==> src/rtl/divmul_pkg.sv <==
// Shared definitions for the Booth multiplier and its companion divider:
// FSM state encoding and default operand width.
package divmul_pkg;
  localparam int DEFAULT_W = 4;

  typedef enum logic [2:0] {
    IDLE,
    ADDSUB,
    SHIFT,
    ACC,
    DONE
  } state_t;
endpackage

==> src/rtl/booth_addsub.sv <==
// Combinational (n+1)-bit Booth step: subtract, add or pass M depending on
// the recoded pair {Q[0], q_-1}.
module booth_addsub
  import divmul_pkg::*;
#(
  parameter int n = DEFAULT_W
) (
  input  logic [n:0] acc,
  input  logic [n:0] mcand,
  input  logic [1:0] pair,
  output logic [n:0] sum
);

  logic signed [n:0] acc_s;
  logic signed [n:0] mcand_s;

  assign acc_s   = acc;
  assign mcand_s = mcand;

  always_comb begin
    sum = acc_s;
    case (pair)
      2'b10:   sum = acc_s - mcand_s;
      2'b01:   sum = acc_s + mcand_s;
      default: sum = acc_s;
    endcase
  end

endmodule

==> src/rtl/booth_mul.sv <==
// Radix-2 Booth signed multiplier, fixed 2n+2 cycle latency.
// Define BOOTH_MUL_ADDEND_EN to add the addend port and accumulate R in ACC.
module booth_mul
  import divmul_pkg::*;
#(
  parameter int n = DEFAULT_W
) (
  input  logic           clk,
  input  logic           reset,
  input  logic           start,
  input  logic [n-1:0]   multiplicand,
  input  logic [n-1:0]   multiplier,
`ifdef BOOTH_MUL_ADDEND_EN
  input  logic [n-1:0]   addend,
`endif
  output logic [2*n-1:0] product,
  output logic           busy,
  output logic           done
);

  localparam int CNT_W = $clog2(n + 1);

  state_t                state;
  logic signed [n:0]     a_reg;
  logic signed [n-1:0]   m_reg;
  logic signed [n-1:0]   q_reg;
  logic                  q_m1;
  logic [CNT_W-1:0]      cnt;
  logic [n:0]            step_sum;
  logic signed [2*n-1:0] acc_sum;

  booth_addsub #(.n(n)) u_addsub (
    .acc   (a_reg),
    .mcand ({m_reg[n-1], m_reg}),
    .pair  ({q_reg[0], q_m1}),
    .sum   (step_sum)
  );

`ifdef BOOTH_MUL_ADDEND_EN
  logic signed [n-1:0] r_reg;

  // A's top bit is only a guard bit; the true product lives in {A[n-1:0],Q}.
  assign acc_sum = $signed({a_reg[n-1:0], q_reg}) + (2*n)'(r_reg);
`else
  assign acc_sum = $signed({a_reg[n-1:0], q_reg});
`endif

  always_ff @(posedge clk or negedge reset) begin
    if (!reset) begin
      state   <= IDLE;
      a_reg   <= '0;
      m_reg   <= '0;
      q_reg   <= '0;
      q_m1    <= 1'b0;
      cnt     <= '0;
      product <= '0;
      busy    <= 1'b0;
      done    <= 1'b0;
`ifdef BOOTH_MUL_ADDEND_EN
      r_reg   <= '0;
`endif
    end else begin
      case (state)
        IDLE: begin
          if (start) begin
            m_reg <= multiplicand;
            q_reg <= multiplier;
`ifdef BOOTH_MUL_ADDEND_EN
            r_reg <= addend;
`endif
            a_reg <= '0;
            q_m1  <= 1'b0;
            cnt   <= '0;
            busy  <= 1'b1;
            state <= ADDSUB;
          end
        end
        ADDSUB: begin
          a_reg <= step_sum;
          state <= SHIFT;
        end
        SHIFT: begin
          a_reg <= {a_reg[n], a_reg[n:1]};
          q_reg <= {a_reg[0], q_reg[n-1:1]};
          q_m1  <= q_reg[0];
          cnt   <= cnt + 1'b1;
          state <= (cnt == CNT_W'(n - 1)) ? ACC : ADDSUB;
        end
        ACC: begin
          product <= acc_sum;
          done    <= 1'b1;
          state   <= DONE;
        end
        DONE: begin
          done  <= 1'b0;
          busy  <= 1'b0;
          state <= IDLE;
        end
        default: state <= IDLE;
      endcase
    end
  end

endmodule

==> config.mk <==
export PLATFORM = sky130hd
export DESIGN_NAME = booth_mul
export DESIGN_NICKNAME = d
export VERILOG_FILES = /design/src/rtl/divmul_pkg.sv /design/src/rtl/booth_addsub.sv /design/src/rtl/booth_mul.sv
export SDC_FILE = /design/constraint.sdc
export NUM_CORES = 1
export LEC_CHECK = 0
export CORE_ASPECT_RATIO = 1.2
export CORE_MARGIN = 2
export CORE_UTILIZATION = 35
export CTS_CLUSTER_DIAMETER = 120
export CTS_CLUSTER_SIZE = 40
export DETAILED_ROUTE_END_ITERATION = 7
export HOLD_SLACK_MARGIN = 0.05
export PLACE_DENSITY_LB_ADDON = 0.3
export RECOVER_POWER = 50
export SLEW_MARGIN = 5
export SYNTH_ARGS = -nofsm -noshare
export SYNTH_HDL_FRONTEND = slang
export SYNTH_SLANG_ARGS = --single-unit
==> constraint.sdc <==
create_clock -name clk -period 5.3 [get_ports clk]
set_input_delay 0.795 -clock clk [delete_from_list [all_inputs] [get_ports clk]]
set_output_delay 0.795 -clock clk [all_outputs]
set_load 0.05 [all_outputs]
==> flow_summary.json <==
{
  "vias": 1132,
  "layout.nets": 186,
  "drc": 0,
  "worst-path-buf-inv": 2,
  "fin_crit_sh_pct": 45.06,
  "p_total_mw": 1.242,
  "rsz0062_at_grt": "false",
  "worstHoldPathCells": 2,
  "worstHoldEndpoint": "product[5]",
  "top_layer_used": "met4",
  "grt_max_degree": 31,
  "hold_path_class": "reg2reg",
  "synthesis.instances": 142,
  "required_ns": 5.39,
  "slew_viol_final": 31,
  "failed_checks": "capacitance limit, slew limit",
  "yosysTopAreaCell": "dfrtp_1",
  "tightest_slew_ns": 1.595,
  "synth.distinct_cells": 29,
  "most-common-layout-cells": "dfrtp_1 (30), clkdlybuf4s50_1 (19), mux2_2 (14), nand2_1 (13), o21ai_0 (13)",
  "fin_crit_ns": 2.388,
  "cts_tree": "yes",
  "holdBufCountCts": 0,
  "chipWidth_um": 64.07,
  "switching_share_pct": 43.04,
  "grt_pass1_wl_mm": 5.278,
  "rr_worst_depth": 9,
  "timing.final.hold_violations": 0,
  "fp.dieH_um": 76.08,
  "synthTopCellsByArea": "dfrtp_1 (50%), mux2_2 (10%), ha_1 (5.8%)",
  "cp_max_fo": 30,
  "clock-sinks": 30,
  "routed_wl_mm": 3.048,
  "max_slew_margin_pct": -6.323,
  "post_cts_resized": 0,
  "power_frac_clock_pct": 14.8,
  "grt_antenna_before_repair": 0,
  "synth-async-reset-ratio_pct": 100.0,
  "r2r_end": "a_reg[4]",
  "ir_drop_uv": 258.3,
  "cts-root-buf": "clkbuf_8",
  "regToRegSetupSlack_ns": 2.93,
  "finalSetupViolations": 0,
  "ys_warn_count": 0,
  "place.gp.congestion": 0.7934,
  "critPathMaxStageDelay_ns": 1.15,
  "io_buffers": 20,
  "synth_edf_count": 0,
  "crit_path_start_kind": "primary input",
  "endpoint_kind": "asynchronous set/reset pin",
  "wl_per_cell_um": 13.61,
  "largest_reg_flops": 8,
  "ant_nets": 0,
  "worstPathArrival_ns": 2.48,
  "htreeDepth": 2,
  "p_seq_share_pct": 33.5,
  "clk_latency_ns": 0.28,
  "coreArea_um2": 4197,
  "worstReg2RegStart": "q_reg[0]",
  "diodes": 0,
  "power_frac_comb_pct": 51.7,
  "via_per_inst": 5.054,
  "max_freq_mhz": 418.7,
  "hold_start": "product[5]",
  "p_sw_uw": 534.5,
  "drt_iter0_markers": 23,
  "grt_overflow": 0,
  "dp_hpwl_mm": 2.319,
  "leakagePower_nw": 0.8140,
  "grt_use_total_pct": 13.81,
  "final_common_cell": "dfrtp_1",
  "pwr_density_cell_nw_per_um2": 667.0,
  "drive_gt1_share_pct": 14.88,
  "syn-cell-area_um2": 1515,
  "grt_pass1_vias": 1191,
  "synth-seq-area-share_pct": 49.55,
  "firstDrtPassIters": 4,
  "io_pins": 21,
  "cts_setup_buffers": 0,
  "cts_buffer_depth": 2,
  "cap_violations": 1,
  "dieArea_um2": 4874,
  "status": "finished, violations left",
  "start_util_pct": 36.11,
  "cts_buffers": 5,
  "syn-num-nets": 161,
  "path_clk_slew_ns": 0.06,
  "cp_slowest_cell": "clkbuf_1",
  "wl_met2_mm": 1.568,
  "synth_top_area_share_pct": 49.55,
  "wl_met1_mm": 1.274,
  "setup_tns_ns": 0,
  "critPathKind": "in2async",
  "yosys_register_bits": 30,
  "fp-row-count": 26,
  "fin_worst_skew_ns": 0.006270,
  "met3_length_um": 135,
  "cp_top_family": "buffers and inverters",
  "crit_chain": "dlygate4sd3_1 > clkbuf_1",
  "synthToLayoutAreaGrowth_pct": 22.87,
  "p_int_uw": 707.3,
  "ys.flop_type": "dfrtp_1",
  "syn_avg_cell_area_um2": 10.67
}
## stage by stage
step           util, %  instances  worst slack [ns]  area, um2  hold WS (ns)
2_1_floorplan        -        142             3.116       1515        0.4421
3_3_place_gp     42.34        216             2.862       1777        0.4674
3_5_place_dp     42.34        216             2.849       1777        0.4701
4_1_cts          44.51        224             2.941       1868        0.4843
5_1_grt          44.36        224             2.579       1862        0.5272
6_report         44.36        224             2.912       1862        0.4807
## Yosys cell counts, types with 2 or more instances
master    instances
dfrtp_1          30
mux2_2           14
nand2_1          13
o21ai_0          13
inv_1            11
a21oi_1           9
nor2_1            8
o22ai_1           8
ha_1              7
nor3_1            4
xor2_1            3
a22o_1            2
and2_1            2
nand3b_1          2
nor2b_2           2
## cell families (layout without fill, tap and decap cells)
kind of cell    Yosys count  after routing  synth area share [%]
simple gates             36             36                 12.72
buf+inv                  14             40                 3.798
flops                    30             30                 49.55
mux                      15             15                 11.07
fa+ha+maj                 8              8                 7.101
compound gates           35             35                 13.46
xor+xnor                  4              4                 2.313
## area by class of cell
type / count / area, um2
Tap cell: 56 / 70.07
Clock buffer: 7 / 86.33
Inverter: 11 / 41.29
Fill cell: 419 / 2335
Sequential cell: 30 / 750.7
Multi-Input combinational cell: 98 / 704.4
Timing Repair Buffer: 21 / 203.9
Clock inverter: 1 / 5.005
## routing by layer
metal	vias up	GRT usage [%]
met2	37	23.85
li1	545	-
met5	-	0
met3	10	3.988
met1	540	15.79
met4	0	5.435
## worst min-delay path, stage by stage (launching register included)
cell,delay [ns]
dfrtp_1,0.34
nand2_1,0.04
o21ai_0,0.06
## power groups by stage
stage	logic [mW]	clock network [mW]	registers (mW)
after floorplan	0.381	0	0.505
after global placement	0.628	0	0.416
after detailed placement	0.645	0	0.420
after CTS	0.649	0.191	0.417
after global routing	0.708	0.202	0.433
final	0.642	0.184	0.416
## worst max-delay path by stage
stage	from	to	slack [ns]	cells past startpoint
CTS	q_reg[0]	a_reg[4]	2.94	9
global route	reset	state[2]	2.58	2
global placement	start	m_reg[2]	2.86	4
finish	reset	state[2]	2.91	2
floorplan	m_reg[0]	a_reg[4]	3.12	10
detailed placement	start	m_reg[2]	2.85	4
(Power assumes the default switching activity.)
